## config.mk

```make
export PLATFORM = sky130hd
export DESIGN_NAME = pc_fetch_unit_flat
export DESIGN_NICKNAME = d
export VERILOG_FILES = /design/src/rtl/pc_fetch_unit_if.sv /design/src/rtl/pc_fetch_unit.sv /design/src/flat_wrapper.sv
export SDC_FILE = /design/constraint.sdc
export NUM_CORES = 1
export LEC_CHECK = 0
export CORE_MARGIN = 4
export CORE_UTILIZATION = 34
export DETAILED_ROUTE_END_ITERATION = 8
export GPL_TIMING_DRIVEN = 0
export PLACE_DENSITY_LB_ADDON = 0.3
export SLEW_MARGIN = 20
export SYNTH_ARGS = -nofsm -noshare
export SYNTH_HDL_FRONTEND = slang
export SYNTH_SLANG_ARGS = --single-unit
```

## constraint.sdc

```tcl
create_clock -name clk -period 3.9 [get_ports clk]
set_clock_uncertainty 0.15 [all_clocks]
set_input_delay 0.975 -clock clk [delete_from_list [all_inputs] [get_ports clk]]
set_output_delay 0.975 -clock clk [all_outputs]
set_load 0.01 [all_outputs]
```

## src/rtl/pc_fetch_unit_if.sv

```systemverilog
// Fetch-unit bus: instruction-memory request/response, decode handshake and
// next-address loop. master = fetch unit, slave = memory/decode/adder side.
interface pc_fetch_unit_if #(
    parameter int INSTR_W = 32,
    parameter int CNT_W   = 16
);
    logic [7:0]         next_pc;
    logic               imem_req;
    logic [7:0]         imem_addr;
    logic               imem_ready;
    logic [INSTR_W-1:0] imem_rdata;
    logic [INSTR_W-1:0] instr;
    logic               instr_valid;
    logic               instr_ready;
    logic [7:0]         pc;
    logic [CNT_W-1:0]   fetch_count;
    logic               misalign_err;

    modport master (
        input  next_pc, imem_ready, imem_rdata, instr_ready,
        output imem_req, imem_addr, instr, instr_valid, pc, fetch_count, misalign_err
    );

    modport slave (
        output next_pc, imem_ready, imem_rdata, instr_ready,
        input  imem_req, imem_addr, instr, instr_valid, pc, fetch_count, misalign_err
    );
endinterface

```

## src/rtl/pc_fetch_unit.sv

```systemverilog
// PC register and fetch sequencer: BOOT -> FETCH <-> VALID.
// Define PC_ALIGN_CHECK_EN to trap misaligned next_pc into a terminal FAULT state.
module pc_fetch_unit #(
    parameter logic [7:0] RESET_PC = 8'h00,
    parameter int         INSTR_W  = 32,
    parameter int         CNT_W    = 16
) (
    input  logic              clk,
    input  logic              rst_n,
    pc_fetch_unit_if.master   bus
);
    typedef enum logic [1:0] {
        BOOT  = 2'd0,
        FETCH = 2'd1,
        VALID = 2'd2
`ifdef PC_ALIGN_CHECK_EN
        , FAULT = 2'd3
`endif
    } state_t;

    state_t             state_q, state_d;
    logic [7:0]         pc_q, pc_d;
    logic [INSTR_W-1:0] instr_q, instr_d;
    logic               valid_q, valid_d;
    logic [CNT_W-1:0]   cnt_q, cnt_d;
`ifdef PC_ALIGN_CHECK_EN
    logic               err_q, err_d;
`endif

    always_ff @(posedge clk) begin
        if (!rst_n) begin
            state_q <= BOOT;
            pc_q    <= RESET_PC;
            instr_q <= '0;
            valid_q <= 1'b0;
            cnt_q   <= '0;
`ifdef PC_ALIGN_CHECK_EN
            err_q   <= 1'b0;
`endif
        end else begin
            state_q <= state_d;
            pc_q    <= pc_d;
            instr_q <= instr_d;
            valid_q <= valid_d;
            cnt_q   <= cnt_d;
`ifdef PC_ALIGN_CHECK_EN
            err_q   <= err_d;
`endif
        end
    end

    always_comb begin
        state_d = state_q;
        pc_d    = pc_q;
        instr_d = instr_q;
        valid_d = valid_q;
        cnt_d   = cnt_q;
`ifdef PC_ALIGN_CHECK_EN
        err_d   = err_q;
`endif
        case (state_q)
            BOOT: state_d = FETCH;
            FETCH: begin
                if (bus.imem_ready) begin
                    instr_d = bus.imem_rdata;
                    valid_d = 1'b1;
                    state_d = VALID;
                end
            end
            VALID: begin
                if (bus.instr_ready) begin
                    valid_d = 1'b0;
                    pc_d    = bus.next_pc;
                    cnt_d   = cnt_q + 1'b1;
                    state_d = FETCH;
`ifdef PC_ALIGN_CHECK_EN
                    // Faulting address still loads so software can see it.
                    if (bus.next_pc[1:0] != 2'b00) begin
                        state_d = FAULT;
                        err_d   = 1'b1;
                    end
`endif
                end
            end
            default: state_d = state_q;
        endcase
    end

    assign bus.imem_req    = (state_q == FETCH);
    assign bus.imem_addr   = (state_q == FETCH) ? pc_q : 8'h00;
    assign bus.instr       = instr_q;
    assign bus.instr_valid = valid_q;
    assign bus.pc          = pc_q;
    assign bus.fetch_count = cnt_q;
`ifdef PC_ALIGN_CHECK_EN
    assign bus.misalign_err = err_q;
`else
    assign bus.misalign_err = 1'b0;
`endif
endmodule

```

## src/flat_wrapper.sv

```systemverilog
// flat-port wrapper written by rule: the top's interface ports become plain ports
module pc_fetch_unit_flat 
#(
    parameter logic [7:0] RESET_PC = 8'h00,
    parameter int         INSTR_W  = 32,
    parameter int         CNT_W    = 16
)
  (clk, rst_n, bus_next_pc, bus_imem_ready, bus_imem_rdata, bus_instr_ready, bus_imem_req, bus_imem_addr, bus_instr, bus_instr_valid, bus_pc, bus_fetch_count, bus_misalign_err);
  pc_fetch_unit_if #(.INSTR_W(INSTR_W), .CNT_W(CNT_W)) bus_i ();
  input  logic clk;
  input  logic rst_n;
  input wire logic [$bits(bus_i.next_pc)-1:0] bus_next_pc;
  input wire logic [$bits(bus_i.imem_ready)-1:0] bus_imem_ready;
  input wire logic [$bits(bus_i.imem_rdata)-1:0] bus_imem_rdata;
  input wire logic [$bits(bus_i.instr_ready)-1:0] bus_instr_ready;
  output wire logic [$bits(bus_i.imem_req)-1:0] bus_imem_req;
  output wire logic [$bits(bus_i.imem_addr)-1:0] bus_imem_addr;
  output wire logic [$bits(bus_i.instr)-1:0] bus_instr;
  output wire logic [$bits(bus_i.instr_valid)-1:0] bus_instr_valid;
  output wire logic [$bits(bus_i.pc)-1:0] bus_pc;
  output wire logic [$bits(bus_i.fetch_count)-1:0] bus_fetch_count;
  output wire logic [$bits(bus_i.misalign_err)-1:0] bus_misalign_err;
  assign bus_i.next_pc = bus_next_pc;
  assign bus_i.imem_ready = bus_imem_ready;
  assign bus_i.imem_rdata = bus_imem_rdata;
  assign bus_i.instr_ready = bus_instr_ready;
  assign bus_imem_req = bus_i.imem_req;
  assign bus_imem_addr = bus_i.imem_addr;
  assign bus_instr = bus_i.instr;
  assign bus_instr_valid = bus_i.instr_valid;
  assign bus_pc = bus_i.pc;
  assign bus_fetch_count = bus_i.fetch_count;
  assign bus_misalign_err = bus_i.misalign_err;
  pc_fetch_unit #(.RESET_PC(RESET_PC), .INSTR_W(INSTR_W), .CNT_W(CNT_W)) u_core (.clk(clk), .rst_n(rst_n), .bus(bus_i));
endmodule
```

==> results of run 1 <==
[final timing paths]
check                                                  end                 start
worst max-delay path                      bus_imem_addr[3]     u_core.state_q[1]
worst max register to register  u_core.bus.fetch_count[15]     u_core.state_q[1]
worst min-delay path                  u_core.bus.instr[11]  u_core.bus.instr[11]
worst min register to register        u_core.bus.instr[11]  u_core.bus.instr[11]
[cell usage after synthesis (2+ instances only)]
| cell | instances |
|---|---|
| dfxtp_1 | 59 |
| xnor2_1 | 5 |
| a21boi_1 | 3 |
| or3_1 | 4 |
| nand2_1 | 96 |
| nor2_1 | 2 |
| xor2_1 | 2 |
| o21ai_0 | 5 |
| clkbuf_1 | 13 |
| inv_1 | 3 |
| and2_1 | 15 |
| nand3_1 | 3 |
| nand2b_1 | 4 |
| mux2i_1 | 4 |
| a21boi_0 | 44 |
| nand4_1 | 4 |
| nor3_1 | 3 |
| buf_2 | 3 |
[cell type report]
class | instances | area, um2 | share of cell area
Buffer | 17 | 71.3 | 0.0186
Clock buffer | 14 | 183 | 0.0477
Clock inverter | 1 | 30.0 | 0.00784
Inverter | 3 | 11.3 | 0.00294
Multi-Input combinational cell | 205 | 1140 | 0.298
Sequential cell | 59 | 1180 | 0.308
Tap cell | 96 | 120 | 0.0314
Timing Repair Buffer | 109 | 1090 | 0.285
[metrics by stage]
step	area, um2	utilization	total power [uW]	cells
final	3830	0.561	1390	504
after global routing	3830	0.561	1440	504
after CTS	3830	0.561	1400	504
after detailed placement	3620	0.530	814	489
after global placement	3620	0.530	811	489
after floorplan	2410	-	709	284
[power breakdown]
| group | switching (uW) | internal (uW) | leakage (uW) |
|---|---|---|---|
| clock | 227 | 362 | 0.000109 |
| combinational | 67.1 | 95.2 | 0.000788 |
| sequential | 12.5 | 623 | 0.000479 |
[flip-flops by register name, summed over array words and instances, names as in the netlist]
name / cells
u_core.state_q: 2
u_core.bus.pc: 8
u_core.bus.instr: 32
u_core.bus.instr_valid: 1
u_core.bus.fetch_count: 16
[layer usage]
| layer | vias to the layer above | track usage |
|---|---|---|
| met5 | - | 0 |
| met4 | 0 | 0.0594 |
| met3 | 8 | 0.0558 |
| met2 | 60 | 0.260 |
| met1 | 1046 | 0.175 |
| li1 | 1163 | - |
[cells by family after synthesis]
logic type | share of synthesized area
mux | 0.0166
flops | 0.491
xor+xnor | 0.0255
fa+ha+maj | 0.00520
simple gates | 0.269
compound gates | 0.157
other cells | 0.00156
buf+inv | 0.0343
[worst max-delay path, delay by kind of cell, from the launching register on]
family | cells | cell delay, ns
buffers and inverters | 2 | 0.87
AND/OR/NAND/NOR | 2 | 0.41
flip-flops | 1 | 0.38
[placed cells by master (no fill, tap or decap), drive strengths merged, types with 2 or more instances in the layout]
cell type | netlist | routed
nand2 | 96 | 96
xnor2 | 5 | 5
clkdlybuf4s50 | 0 | 109
or3 | 4 | 4
nor2 | 2 | 2
nand3 | 3 | 3
a21boi | 47 | 47
dfxtp | 59 | 59
clkbuf | 13 | 27
and2 | 15 | 15
nand4 | 4 | 4
inv | 3 | 3
mux2i | 4 | 4
nor3 | 3 | 3
buf | 4 | 4
o21ai | 5 | 5
nand2b | 4 | 4
xor2 | 2 | 2
==> reports/summary.txt, run 1 <==
Status: complete, no violations
Area leader, netlist: dfxtp_1
Final setup fails: 0
Worst hold path cell count: 2
Flops & latches, synth: 59
Synth top area cells: dfxtp_1, nand2_1, a21boi_0
Clock Tree Buf Depth: 2
DIE HEIGHT: 92.1 um
Initial antenna violation count: 0
Mapped Avg Cell Area: 8.48 um2
Setup bufs post-CTS: 0
Cell Area, Synth: 2410 um2
Largest net degree at the start of global routing: 11
Slew Viols, Final: 0
DIE AREA: 8490 um2
Die width: 92.1 um
Slowest cell on the critical path: clkdlybuf4s50_1
CP Data Required Time: 2.77 ns
Worst Reg-to-Reg Cells: 4
Nets@finish: 449
Starting Density: 0.352
Post-cts resize count: 0
Final hold vios: 0
First-pass GRT wire length: 10400 um
Leakage: 0.00138 uW
Via density per instance: 4.52
Achievable Freq: 0.323 GHz
Max-Cap Viols: 0
DR WL/cell: 12.9 um
# fillers: 664
Port bufs: 109
Total GRT Usage: 0.153
Cells after Synth: 284
Setup WS pre-CTS: 0.692 ns
Fin crit period: 3.10 ns
Clock Latency Late Sink: 0.32 ns
Area Growth Syn to Fin: 59.1%
Area of the core: 6830 um2
Ys async rst share: 0
Metal-1 WL: 2810 um
Setup TNS: 0 ns
CTS tree: done
DP HPWL: 4900 um
CTS clk-pin slew, worst paths: 0.06 ns
Final worst-path cycle share: 0.794
Num CTS Buffers: 9
Total number of yosys warnings: 0
Syn Nets: 329
DR DRC count: 0
FP Rows: 30
Diode count: 0
Hold Slack: 0.310 ns
Met2 WL post-DR: 3180 um
Routed WL: 6530 um
IO Count: 111
Yosys top cell area share: 0.491
R2r setup slk: 1.76 ns
Root Driver: clkbuf_8
Crit-path max cell delay: 0.54 ns
Sink Count: 59
Worst vdd ir: 0.293 mV
Post-synth EDFFs: 0
Grt ovf: 0
CP endpoint kind: primary output
Crit-path cells: and2b_1 > clkbuf_1 > and2_1 > clkdlybuf4s50_1
Post-synthesis sequential area ratio: 0.491
Kind of start point of the critical path: flop
Unrepaired setup endpoints after global routing: no
Slew headroom: 0.516
Hold Path Class: reg -> reg
Worst Tran Pin Value: 0.719 ns
Post-synthesis cell type count: 30
Worst setup margin: 0.805 ns
Max Used Layer: met4
ANT nets after route: 0
Critical Path AT: 1.97 ns
Max H-tree Level: 3
GPL Wtd Cong: 0.732
DRT iter0 DRCs: 67
DR pass1 iterations: 4
Crit-path max FO: 10
Primary FF master, synth: dfxtp_1
Cts hold-fix bufs: 0
Cell area power density: 362 nW/um2
Vias in the first global route: 2227
Via count: 2277
Layout cells sized above 1: 0.0466
Critical path class: reg -> out
Met3 wire len: 432 um
No activity file was read; power rests on OpenSTA's default activity.
==> run 2: changes to the inputs <==
==> constraint.sdc (replaced) <==
create_clock -name clk -period 2.65 [get_ports clk]
set_clock_uncertainty 0.15 [all_clocks]
set_input_delay 0.6625 -clock clk [delete_from_list [all_inputs] [get_ports clk]]
set_output_delay 0.6625 -clock clk [all_outputs]
set_load 0.01 [all_outputs]
==> reports/summary.txt, run 2 (synthesized netlist as in run 1, its figures left out) <==
IO Count: 111
Diode count: 0
Leakage: 0.00137 uW
Grt ovf: 0
Crit-path max FO: 10
Top delay family on crit path: buffers and inverters
DR WL/cell: 12.9 um
DIE AREA: 8490 um2
Clock Tree Buf Depth: 2
DIE HEIGHT: 92.1 um
Post-cts resize count: 1
Slowest cell on the critical path: clkdlybuf4s50_1
DR DRC count: 0
DR pass1 iterations: 4
Sink Count: 59
Achievable Freq: 0.398 GHz
CTS tree: done
Commonest non-fill, non-tap cell in the layout: clkdlybuf4s50_1
Worst vdd ir: 0.431 mV
Cell area power density: 532 nW/um2
FP Rows: 30
DP HPWL: 4900 um
CP endpoint kind: primary output
Via density per instance: 4.52
Critical path class: reg -> out
Max-Cap Viols: 0
Final setup fails: 0
Starting Density: 0.352
Layout Cells excl Fill: 503
ANT nets after route: 0
Area Growth Syn to Fin: 59.4%
Initial antenna violation count: 0
Port bufs: 109
Via count: 2276
Power Total: 2040 uW
Critical Path AT: 1.70 ns
Die width: 92.1 um
DP Cell Count: 489
Routed WL: 6500 um
Largest net degree at the start of global routing: 11
Total GRT Usage: 0.153
Hold Path Class: reg -> reg
CP Data Required Time: 1.84 ns
Crit-path cells: and2b_2 > and2_1 > clkdlybuf4s50_1
CTS clk-pin slew, worst paths: 0.06 ns
Crit-path max cell delay: 0.53 ns
Vias in the first global route: 2229
Slew Viols, Final: 0
Nets@finish: 448
Buf/Inv on CP: 1
Most frequent cells in the layout: clkdlybuf4s50_1, nand2_1, dfxtp_1
Status: complete, no violations
Max H-tree Level: 3
Cts hold-fix bufs: 0
DRT iter0 DRCs: 71
Num CTS Buffers: 9
Final worst-path cycle share: 0.947
Clock Latency Late Sink: 0.32 ns
Layout cells sized above 1: 0.0541
Final hold vios: 0
First-pass GRT wire length: 10400 um
GPL Wtd Cong: 0.732
Max FFs per register: 32
Setup bufs post-CTS: 0
Fin crit period: 2.51 ns
Area of the core: 6830 um2
Kind of start point of the critical path: flop
Root Driver: clkbuf_8
Unrepaired setup endpoints after global routing: no
run 2: cell types whose count changed in the layout (fill, tap and decap cells not counted):
cell | before | now
clkbuf_1 | 14 | 13
nor4_1 | 1 | 0
dfxtp_1 | 59 | 58
and2b_1 | 1 | 0
dfxtp_2 | 0 | 1
and2b_2 | 0 | 1
nor4_2 | 0 | 1
run 2: path summary, 6_finish.rpt:
kind                             start                    endpoint  slack, ns  depth (start not counted)
max                  u_core.state_q[1]            bus_imem_addr[3]       0.14                          3
min               u_core.bus.instr[11]        u_core.bus.instr[11]       0.31                          2
min reg2reg       u_core.bus.instr[11]        u_core.bus.instr[11]       0.31                          2
max reg2reg  u_core.bus.fetch_count[0]  u_core.bus.fetch_count[12]       0.68                          6
run 2: final cells by class:
| class | count | area, um2 |
|---|---|---|
| repair buffers | 109 | 1090 |
| clock buffers | 14 | 183 |
| clock inverters | 1 | 30.0 |
| fillers | 666 | 3000 |
| well taps | 96 | 120 |
| inverters | 3 | 11.3 |
| multi-input cells | 205 | 1150 |
| plain buffers | 16 | 67.6 |
| flip-flops and latches | 59 | 1180 |
run 2: report_power, final:
group	switching (uW)	total [uW]	internal, uW
Clock	334	867	533
Combinational	98.3	238	140
Sequential	18.3	936	917
run 2: stage by stage:
stage	cell area [um2]	hold WS, ns	TNS, ns	setup WS (ns)	util
after floorplan	2410	0.336	0	0.640	-
after detailed placement	3620	0.306	-0.714	-0.245	0.530
after global routing	3840	0.335	0	0.0327	0.562
after global placement	3620	0.299	-0.721	-0.256	0.530
after CTS	3830	0.314	0	0.0300	0.560
final	3840	0.310	0	0.141	0.562
run 2: routing by layer:
layer | track usage | up-vias | wire [um]
met5 | 0 | - | 0
met4 | 0.0594 | 0 | 114
met3 | 0.0558 | 10 | 452
met2 | 0.258 | 66 | 3150
met1 | 0.176 | 1037 | 2790
li1 | - | 1163 | -
run 2: tightest hold or removal path, delay by kind of cell (launching register included):
family	cells	cell delay [ns]
AOI/OAI and AO/OA	1	0.06
and+or+nand+nor	1	0.04
DFF	1	0.31
==> run 3: changes to the inputs <==
==> constraint.sdc (replaced) <==
create_clock -name clk -period 2.6 [get_ports clk]
set_clock_uncertainty 0.15 [all_clocks]
set_input_delay 0.65 -clock clk [delete_from_list [all_inputs] [get_ports clk]]
set_output_delay 0.65 -clock clk [all_outputs]
set_load 0.01 [all_outputs]
==> reports/summary.txt, run 3 (synthesized netlist as in run 1, its figures left out) <==
Initial antenna violation count: 0
Area of the core: 6830 um2
Most frequent cells in the layout: clkdlybuf4s50_1, nand2_1, dfxtp_1
Slowest cell on the critical path: clkdlybuf4s50_1
Hold Path Class: reg -> reg
Root Driver: clkbuf_8
Vias in the first global route: 2229
DR pass1 iterations: 4
Buf/Inv on CP: 1
DIE HEIGHT: 92.1 um
Register area: 1180 um2
DIE AREA: 8490 um2
Setup WS pre-CTS: -0.283 ns
Largest net degree at the start of global routing: 11
Max H-tree Level: 3
Crit-path max FO: 10
Critical path class: reg -> out
Starting Density: 0.352
ANT nets after route: 0
Leakage: 0.00137 uW
CTS tree: done
Layout Cells excl Fill: 503
Nets@finish: 448
DRT iter0 DRCs: 72
Via density per instance: 4.52
Crit-path max cell delay: 0.53 ns
Achievable Freq: 0.403 GHz
IO Count: 111
Max FFs per register: 32
Fin crit period: 2.48 ns
Total GRT Usage: 0.153
P_sw: 459 uW
Footprint of the multi-input gates: 1150 um2
Cell area power density: 542 nW/um2
Unrepaired setup endpoints after global routing: no
Sink Count: 59
Grt ovf: 0
P_int: 1620 uW
Power Total: 2080 uW
Clock Tree Buf Depth: 2
Die width: 92.1 um
GPL Wtd Cong: 0.732
Slew Viols, Final: 0
DR DRC count: 0
Share of power burned in registers: 0.458
Area Growth Syn to Fin: 59.4%
Post-route cell area: 3840 um2
Commonest non-fill, non-tap cell in the layout: clkdlybuf4s50_1
Final hold vios: 0
Final worst-path cycle share: 0.955
Final setup fails: 0
Worst vdd ir: 0.439 mV
Diode count: 0
Top delay family on crit path: buffers and inverters
Net Sw Frac: 0.221
Area after DPL: 3620 um2
DR WL/cell: 12.9 um
Gate power share: 0.117
Worst setup margin: 0.118 ns
Via count: 2274
# fillers: 665
CP Data Required Time: 1.80 ns
Num CTS Buffers: 9
Routed WL: 6500 um
CP endpoint kind: primary output
Final Util: 0.562
FP Rows: 30
Max-Cap Viols: 0
Clock Latency Late Sink: 0.32 ns
Cts hold-fix bufs: 0
Layout cells sized above 1: 0.0541
Crit-path cells: and2b_4 > and2_1 > clkdlybuf4s50_1
Critical Path AT: 1.68 ns
Status: complete, no violations
DP Cell Count: 489
First-pass GRT wire length: 10400 um
Clock share of power: 0.424
Port bufs: 109
CTS clk-pin slew, worst paths: 0.06 ns
DP HPWL: 4900 um
Kind of start point of the critical path: flop
[run 3: cell counts in the layout (fill, tap and decap cells not counted)]
Identical to the previous run, type by type.
[run 3: per-stage QoR]
step	TNS [ns]	hold slack, ns
finish	0	0.310
global route	0	0.335
CTS	0	0.314
detailed placement	-0.976	0.306
global placement	-0.984	0.299
floorplan	0	0.336
[run 3: cell type report]
cell class,count,share of cell area
flip-flops and latches,59,0.308
clock inverters,1,0.00783
repair buffers,109,0.284
inverters,3,0.00293
plain buffers,16,0.0176
multi-input cells,205,0.300
well taps,96,0.0313
clock buffers,14,0.0476
[run 3: power by group through the flow]
| stage | Combinational (uW) | Sequential, uW | Clock [uW] |
|---|---|---|---|
| after floorplan | 77.9 | 985 | 0 |
| after global placement | 244 | 972 | 0 |
| after detailed placement | 247 | 974 | 0 |
| after CTS | 248 | 954 | 898 |
| after global routing | 267 | 957 | 944 |
| final | 244 | 954 | 883 |
[run 3: path summary, 6_finish.rpt]
check	start	end	slack, ns	cells past startpoint
worst min register to register	u_core.bus.instr[11]	u_core.bus.instr[11]	0.31	2
worst min-delay path	u_core.bus.instr[11]	u_core.bus.instr[11]	0.31	2
worst max register to register	u_core.bus.fetch_count[0]	u_core.bus.fetch_count[12]	0.62	6
worst max-delay path	u_core.state_q[1]	bus_imem_addr[3]	0.12	3
[run 3: worst min-delay path, delay by kind of cell (launching register included)]
kind             cells  cell delay [ns]
AO/OA/AOI/OAI        1             0.06
AND/OR/NAND/NOR      1             0.04
flip-flops           1             0.31
[run 3: routing by layer]
| metal | vias up | global-route usage | wire length (um) |
|---|---|---|---|
| met5 | - | 0 | 0 |
| li1 | 1163 | - | - |
| met3 | 9 | 0.0558 | 455 |
| met1 | 1036 | 0.176 | 2800 |
| met2 | 66 | 0.258 | 3140 |
| met4 | 0 | 0.0594 | 108 |
[run 3: repair_timing]
| action | in CTS | in global routing |
|---|---|---|
| endpoints found under the setup margin | 9 | 2 |
| gates resized for setup | 2 | 2 |
| buffers inserted | 0 | 0 |
